`src/rtl/cv_pkg.sv`:
```
// Shared constants and helpers for the serial Excess-3 <-> BCD converter.
// Holds the +/-3 constant, mode encodings and per-mode valid code ranges.
package cv_pkg;

  // Constant 3, consumed LSB first: k=1 on bits 0,1 and k=0 on bits 2,3.
  localparam logic [3:0] CV_K = 4'b0011;

  typedef enum logic {
    CV_XS3_TO_BCD = 1'b0,
    CV_BCD_TO_XS3 = 1'b1
  } cv_mode_e;

  // Valid input code ranges, inclusive.
  localparam logic [3:0] CV_XS3_MIN = 4'd3;
  localparam logic [3:0] CV_XS3_MAX = 4'd12;
  localparam logic [3:0] CV_BCD_MIN = 4'd0;
  localparam logic [3:0] CV_BCD_MAX = 4'd9;

  function automatic logic cv_k_bit(input logic [1:0] b);
    logic [3:0] k;
    k = CV_K;
    return k[b];
  endfunction

  // Range test written as an offset compare so both modes share one form.
  function automatic logic cv_code_valid(
    input logic       mode,
    input logic [3:0] v
  );
    logic [3:0] lo;
    logic [3:0] hi;
    if (mode == CV_BCD_TO_XS3) begin
      lo = CV_BCD_MIN;
      hi = CV_BCD_MAX;
    end else begin
      lo = CV_XS3_MIN;
      hi = CV_XS3_MAX;
    end
    return (v - lo) <= (hi - lo);
  endfunction

endpackage

```
`src/rtl/cv_bit_alu.sv`:
```
// One-bit add/subtract-constant cell for the serial converter.
// Ports: x_i data bit, c_i carry/borrow in, k_i constant bit, mode_i; z_o sum, c_o carry out.
module cv_bit_alu
  import cv_pkg::*;
(
  input  logic x_i,
  input  logic c_i,
  input  logic k_i,
  input  logic mode_i,
  output logic z_o,
  output logic c_o
);

  logic xe;

  // Borrow of x-k-c equals carry of ~x+k+c, so subtract just inverts x
  // on the carry path; the sum bit is identical for both modes.
  always_comb begin
    xe  = (mode_i == CV_BCD_TO_XS3) ? x_i : ~x_i;
    z_o = x_i ^ c_i ^ k_i;
    c_o = (xe & k_i) | (xe & c_i) | (k_i & c_i);
  end

endmodule

```
`src/rtl/serial_code_converter.sv`:
```
// Bit-serial LSB-first Excess-3 <-> BCD converter with Mealy output Z.
// Ports: Clk, Rst (async active low), En strobe, X bit, Mode; Z, Digit_Done,
// Word_Done, Err. Define CV_ERR_CHECK_EN to build invalid-code detection.
module serial_code_converter
  import cv_pkg::*;
#(
  parameter int DIGITS = 4,
  parameter int CNT_W  = (DIGITS > 1) ? $clog2(DIGITS) : 1
) (
  input  logic Clk,
  input  logic Rst,
  input  logic En,
  input  logic X,
  input  logic Mode,
  output logic Z,
  output logic Digit_Done,
  output logic Word_Done,
  output logic Err
);

  localparam logic [CNT_W-1:0] D_LAST = CNT_W'(DIGITS - 1);

  logic [1:0]       b_q;
  logic [CNT_W-1:0] d_q;
  logic             c_q;
  logic             m_q;
  logic             dd_q;
  logic             wd_q;

  logic word_start;
  logic last_digit;
  logic digit_end;
  logic mode_eff;
  logic c_in;
  logic k;
  logic z_raw;
  logic c_nxt;

  always_comb begin
    word_start = (b_q == 2'd0) && (d_q == '0);
    last_digit = (d_q == D_LAST);
    digit_end  = (b_q == 2'd3);
    mode_eff   = word_start ? Mode : m_q;
    c_in       = (b_q == 2'd0) ? 1'b0 : c_q;
    k          = cv_k_bit(b_q);
  end

  cv_bit_alu u_alu (
    .x_i    (X),
    .c_i    (c_in),
    .k_i    (k),
    .mode_i (mode_eff),
    .z_o    (z_raw),
    .c_o    (c_nxt)
  );

  assign Z = En & Rst & z_raw;

  always_ff @(posedge Clk or negedge Rst) begin
    if (!Rst) begin
      b_q  <= 2'd0;
      d_q  <= '0;
      c_q  <= 1'b0;
      m_q  <= 1'b0;
      dd_q <= 1'b0;
      wd_q <= 1'b0;
    end else begin
      dd_q <= En & digit_end;
      wd_q <= En & digit_end & last_digit;
      if (En) begin
        m_q <= mode_eff;
        c_q <= c_nxt;
        b_q <= b_q + 2'd1;
        if (digit_end) begin
          d_q <= last_digit ? '0 : d_q + 1'b1;
        end
      end
    end
  end

  assign Digit_Done = dd_q;
  assign Word_Done  = wd_q;

`ifdef CV_ERR_CHECK_EN
  logic [2:0] sh_q;
  logic       err_q;
  logic [3:0] digit;

  // Bits 0..2 sit in sh_q by bit 3; X completes the digit.
  assign digit = {X, sh_q};

  always_ff @(posedge Clk or negedge Rst) begin
    if (!Rst) begin
      sh_q  <= 3'd0;
      err_q <= 1'b0;
    end else begin
      err_q <= En & digit_end & ~cv_code_valid(mode_eff, digit);
      if (En) begin
        sh_q <= {X, sh_q[2:1]};
      end
    end
  end

  assign Err = err_q;
`else
  assign Err = 1'b0;
`endif

endmodule

```
`config.mk`:
```
export PLATFORM = sky130hd
export DESIGN_NAME = serial_code_converter
export DESIGN_NICKNAME = d
export VERILOG_FILES = /design/src/rtl/cv_pkg.sv /design/src/rtl/cv_bit_alu.sv /design/src/rtl/serial_code_converter.sv
export SDC_FILE = /design/constraint.sdc
export NUM_CORES = 1
export LEC_CHECK = 0
export CELL_PAD_IN_SITES_DETAIL_PLACEMENT = 1
export CELL_PAD_IN_SITES_GLOBAL_PLACEMENT = 2
export CORE_MARGIN = 1
export CORE_UTILIZATION = 29
export DETAILED_ROUTE_END_ITERATION = 10
export PLACE_DENSITY_LB_ADDON = 0.1
export SLEW_MARGIN = 20
export SYNTH_ARGS = -nofsm -noshare
export SYNTH_HDL_FRONTEND = slang
export SYNTH_SLANG_ARGS = --single-unit
```
`constraint.sdc`:
```
create_clock -name Clk -period 1.8 [get_ports Clk]
set_input_delay 0.36 -clock Clk [delete_from_list [all_inputs] [get_ports Clk]]
set_output_delay 0.36 -clock Clk [all_outputs]
set_load 0.02 [all_outputs]
```
==> reports/qor.yml, run 1 <==
maxCapViolCount: 0
rsz0062_at_grt: "yes"
timing.final.crit_share_pct: 103.2
initial_core_util_pct: 32.76
worst_slack_ps: -58.01
p_leak_nw: 0.3255
cp-end-kind: "output port"
clock_latency_ps: 250
die_area_sq_um: 1724
ctsRootBufferMaster: "clkbuf_4"
hold_viol: 0
viasPerCell: 4.697
clkTransAtPathRegs_ps: 60
diodes: 0
setup_violations: 1
antenna_found_initial: 0
vdd_drop_max_v: 0.0005962
fin_setup_tns_ps: -58.01
critPathKind: "flip-flop to output port"
violations: "setup timing"
numClockSinks: 8
antenna_left: 0
io_buffers: 7
ys_seq_area_share_pct: 44.20
syn_area_sq_um: 452.9
multiInputGateArea_sq_um: 234.0
grt_max_degree: 11
syn-instance-count: 43
grt_use_total_pct: 15.76
synth-seq-cells: 8
grt-ovfl-total: 0
p_per_area_nw_per_um2: 1573
hpwl_microns: 839.2
first_iter_violations: 0
r2r_end: "c_q"
hold_class: "input pin to asynchronous set/reset pin"
htree_levels: 1
finalCoreUtilization_pct: 46.33
r2r_slack_ps: 90
postSynthAreaPerCell_sq_um: 10.53
cp.arrival_ps: 1500
cts_tree: "built"
final-seq-area_sq_um: 200.2
place_congestion: 0.7923
core_area_sq_um: 1383
layout_min_cycle_time_ps: 1858
drv_slew: 0
startpoint_type: "flip-flop"
finClkSkew_ps: 3.881
dieWidth_microns: 41.52
cts.path.max_buffers: 2
ff2ff_path_depth: 7
fillers: 157
fin_nets: 72
layout-drive-gt1-share_pct: 34.43
yosys_warnings: 0
vias: 357
die_y_microns: 41.52
cts_made_buffers: 3
max_freq_ghz: 0.5382
status: "finished with violations"
final_area_sq_um: 640.6
cp_data_required_time_ps: 1440
ys_types: 22
placementRows: 13
wirelength_mm: 1.143
drc: 0
num_io_pins: 9
area_growth_pct: 41.44
place_area_sq_um: 581.8
preCtsSetupSlack_ps: -487.5
syn_nets: 52
grt_first_pass_wirelength_mm: 2.014
wl_per_cell_microns: 15.04
cp_max_fo: 2
reg2reg_from: "b_q[0]"
drtPass1Iterations: 1
grt_pass1_vias: 435
cell usage after synthesis:
master    count  area share [%]
a21bo_2       1             2.2
a21boi_0      1             1.7
a31oi_1       1             1.4
a41o_1        1             2.2
and2b_2       1             1.9
and3_1        2             2.8
and3_4        1             2.5
buf_2         1             1.1
buf_4         1             1.7
conb_1        1            0.83
dfrtp_1       8              44
ha_1          4              11
inv_1         5             4.1
mux2_2        1             2.5
nand2_1       2             1.7
nand3_1       2             2.2
o21ai_0       3             3.3
o21bai_1      1             1.7
or3_1         1             1.4
or3b_1        1             1.9
xnor2_1       1             1.9
xor2_1        3             5.8
cell families after synthesis:
kind of cell / share of synthesized area (%)
AOI/OAI and AO/OA: 12.43
adders and majority gates: 11.05
other: 0.8279
buffers and inverters: 6.906
and+or+nand+nor: 14.37
xor gates and xnor gates: 7.736
muxes: 2.486
DFF: 44.20
sequential cells by signal, summed over array words and instances (netlist names):
name / flops
c_q: 1
Digit_Done: 1
m_q: 1
Word_Done: 1
d_q: 2
b_q: 2
where the power goes:
part / switching (mW) / internal (mW) / total (mW)
logic: 0.258 / 0.311 / 0.569
clock network: 0.0600 / 0.0763 / 0.136
registers: 0.0467 / 0.256 / 0.303
worst max path at each step:
| stage | startpoint | to | slack, ps |
|---|---|---|---|
| after floorplan | b_q[1] | Z | 160 |
| after global placement | X | Z | -460 |
| after detailed placement | X | Z | -490 |
| after CTS | b_q[1] | Z | -60 |
| after global routing | b_q[0] | Z | -100 |
| final | b_q[0] | Z | -60 |
metal layers:
metal / vias to the layer above / wire length [microns] / track usage (%)
li1: 181 / - / -
met1: 166 / 517 / 17.62
met2: 8 / 571 / 28.13
met3: 2 / 43 / 4.348
met4: 0 / 12 / 5.806
met5: - / 0 / 0
critical path, cell delays in order, from the launching register on:
cell     delay (ps)
dfrtp_1         390
inv_2            80
ha_4            140
and2b_2         220
xnor2_1         130
and3_1          180
buf_6           120
layout by cell type, fill, tap and decap left out, drive strengths merged:
cell,synthesis,final
buf,2,11
dfrtp,8,8
clkdlybuf4s50,0,6
inv,5,5
ha,4,4
xor2,3,3
o21ai,3,3
clkbuf,0,3
and3,3,3
nand2,2,2
nand3,2,2
and2b,1,1
xnor2,1,1
a21boi,1,1
o21bai,1,1
or3b,1,1
a21bo,1,1
a31oi,1,1
a41o,1,1
mux2,1,1
or3,1,1
conb,1,1
area by class of cell:
| class | instances | area share (%) |
|---|---|---|
| multi-input cells | 28 | 36.52 |
| repair buffers | 17 | 22.85 |
| clock buffers | 3 | 3.516 |
| well taps | 15 | 2.930 |
| inverters | 5 | 2.930 |
| flip-flops and latches | 8 | 31.25 |
timing repair:
action | 4_1_cts | 5_1_grt
resized for setup | 10 | 0
buffers inserted | 3 | 0
hold buffers | 0 | 0
pin swaps | 3 | 3
endpoints found under the hold margin | 0 | 0
endpoints found under the setup margin | 1 | 1
through the flow:
step / hold slack (ps) / cells / power (mW)
finish: 446.5 / 76 / 1.008
global route: 468.6 / 76 / 1.099
CTS: 454.5 / 76 / 0.9982
detailed placement: 540.9 / 70 / 0.7791
global placement: 538.5 / 70 / 0.7312
floorplan: 64.41 / 43 / 0.5828
Note: power is estimated with default switching activity, not from simulation.
==> inputs of run 2 (changes only) <==
--- a/config.mk
+++ b/config.mk
@@ -11,7 +11,6 @@
 export CORE_UTILIZATION = 29
 export DETAILED_ROUTE_END_ITERATION = 10
 export PLACE_DENSITY_LB_ADDON = 0.1
-export SLEW_MARGIN = 20
 export SYNTH_ARGS = -nofsm -noshare
 export SYNTH_HDL_FRONTEND = slang
 export SYNTH_SLANG_ARGS = --single-unit
==> results of run 2 <==
The final DEF is identical to that of run 1; final timing and power are the same.
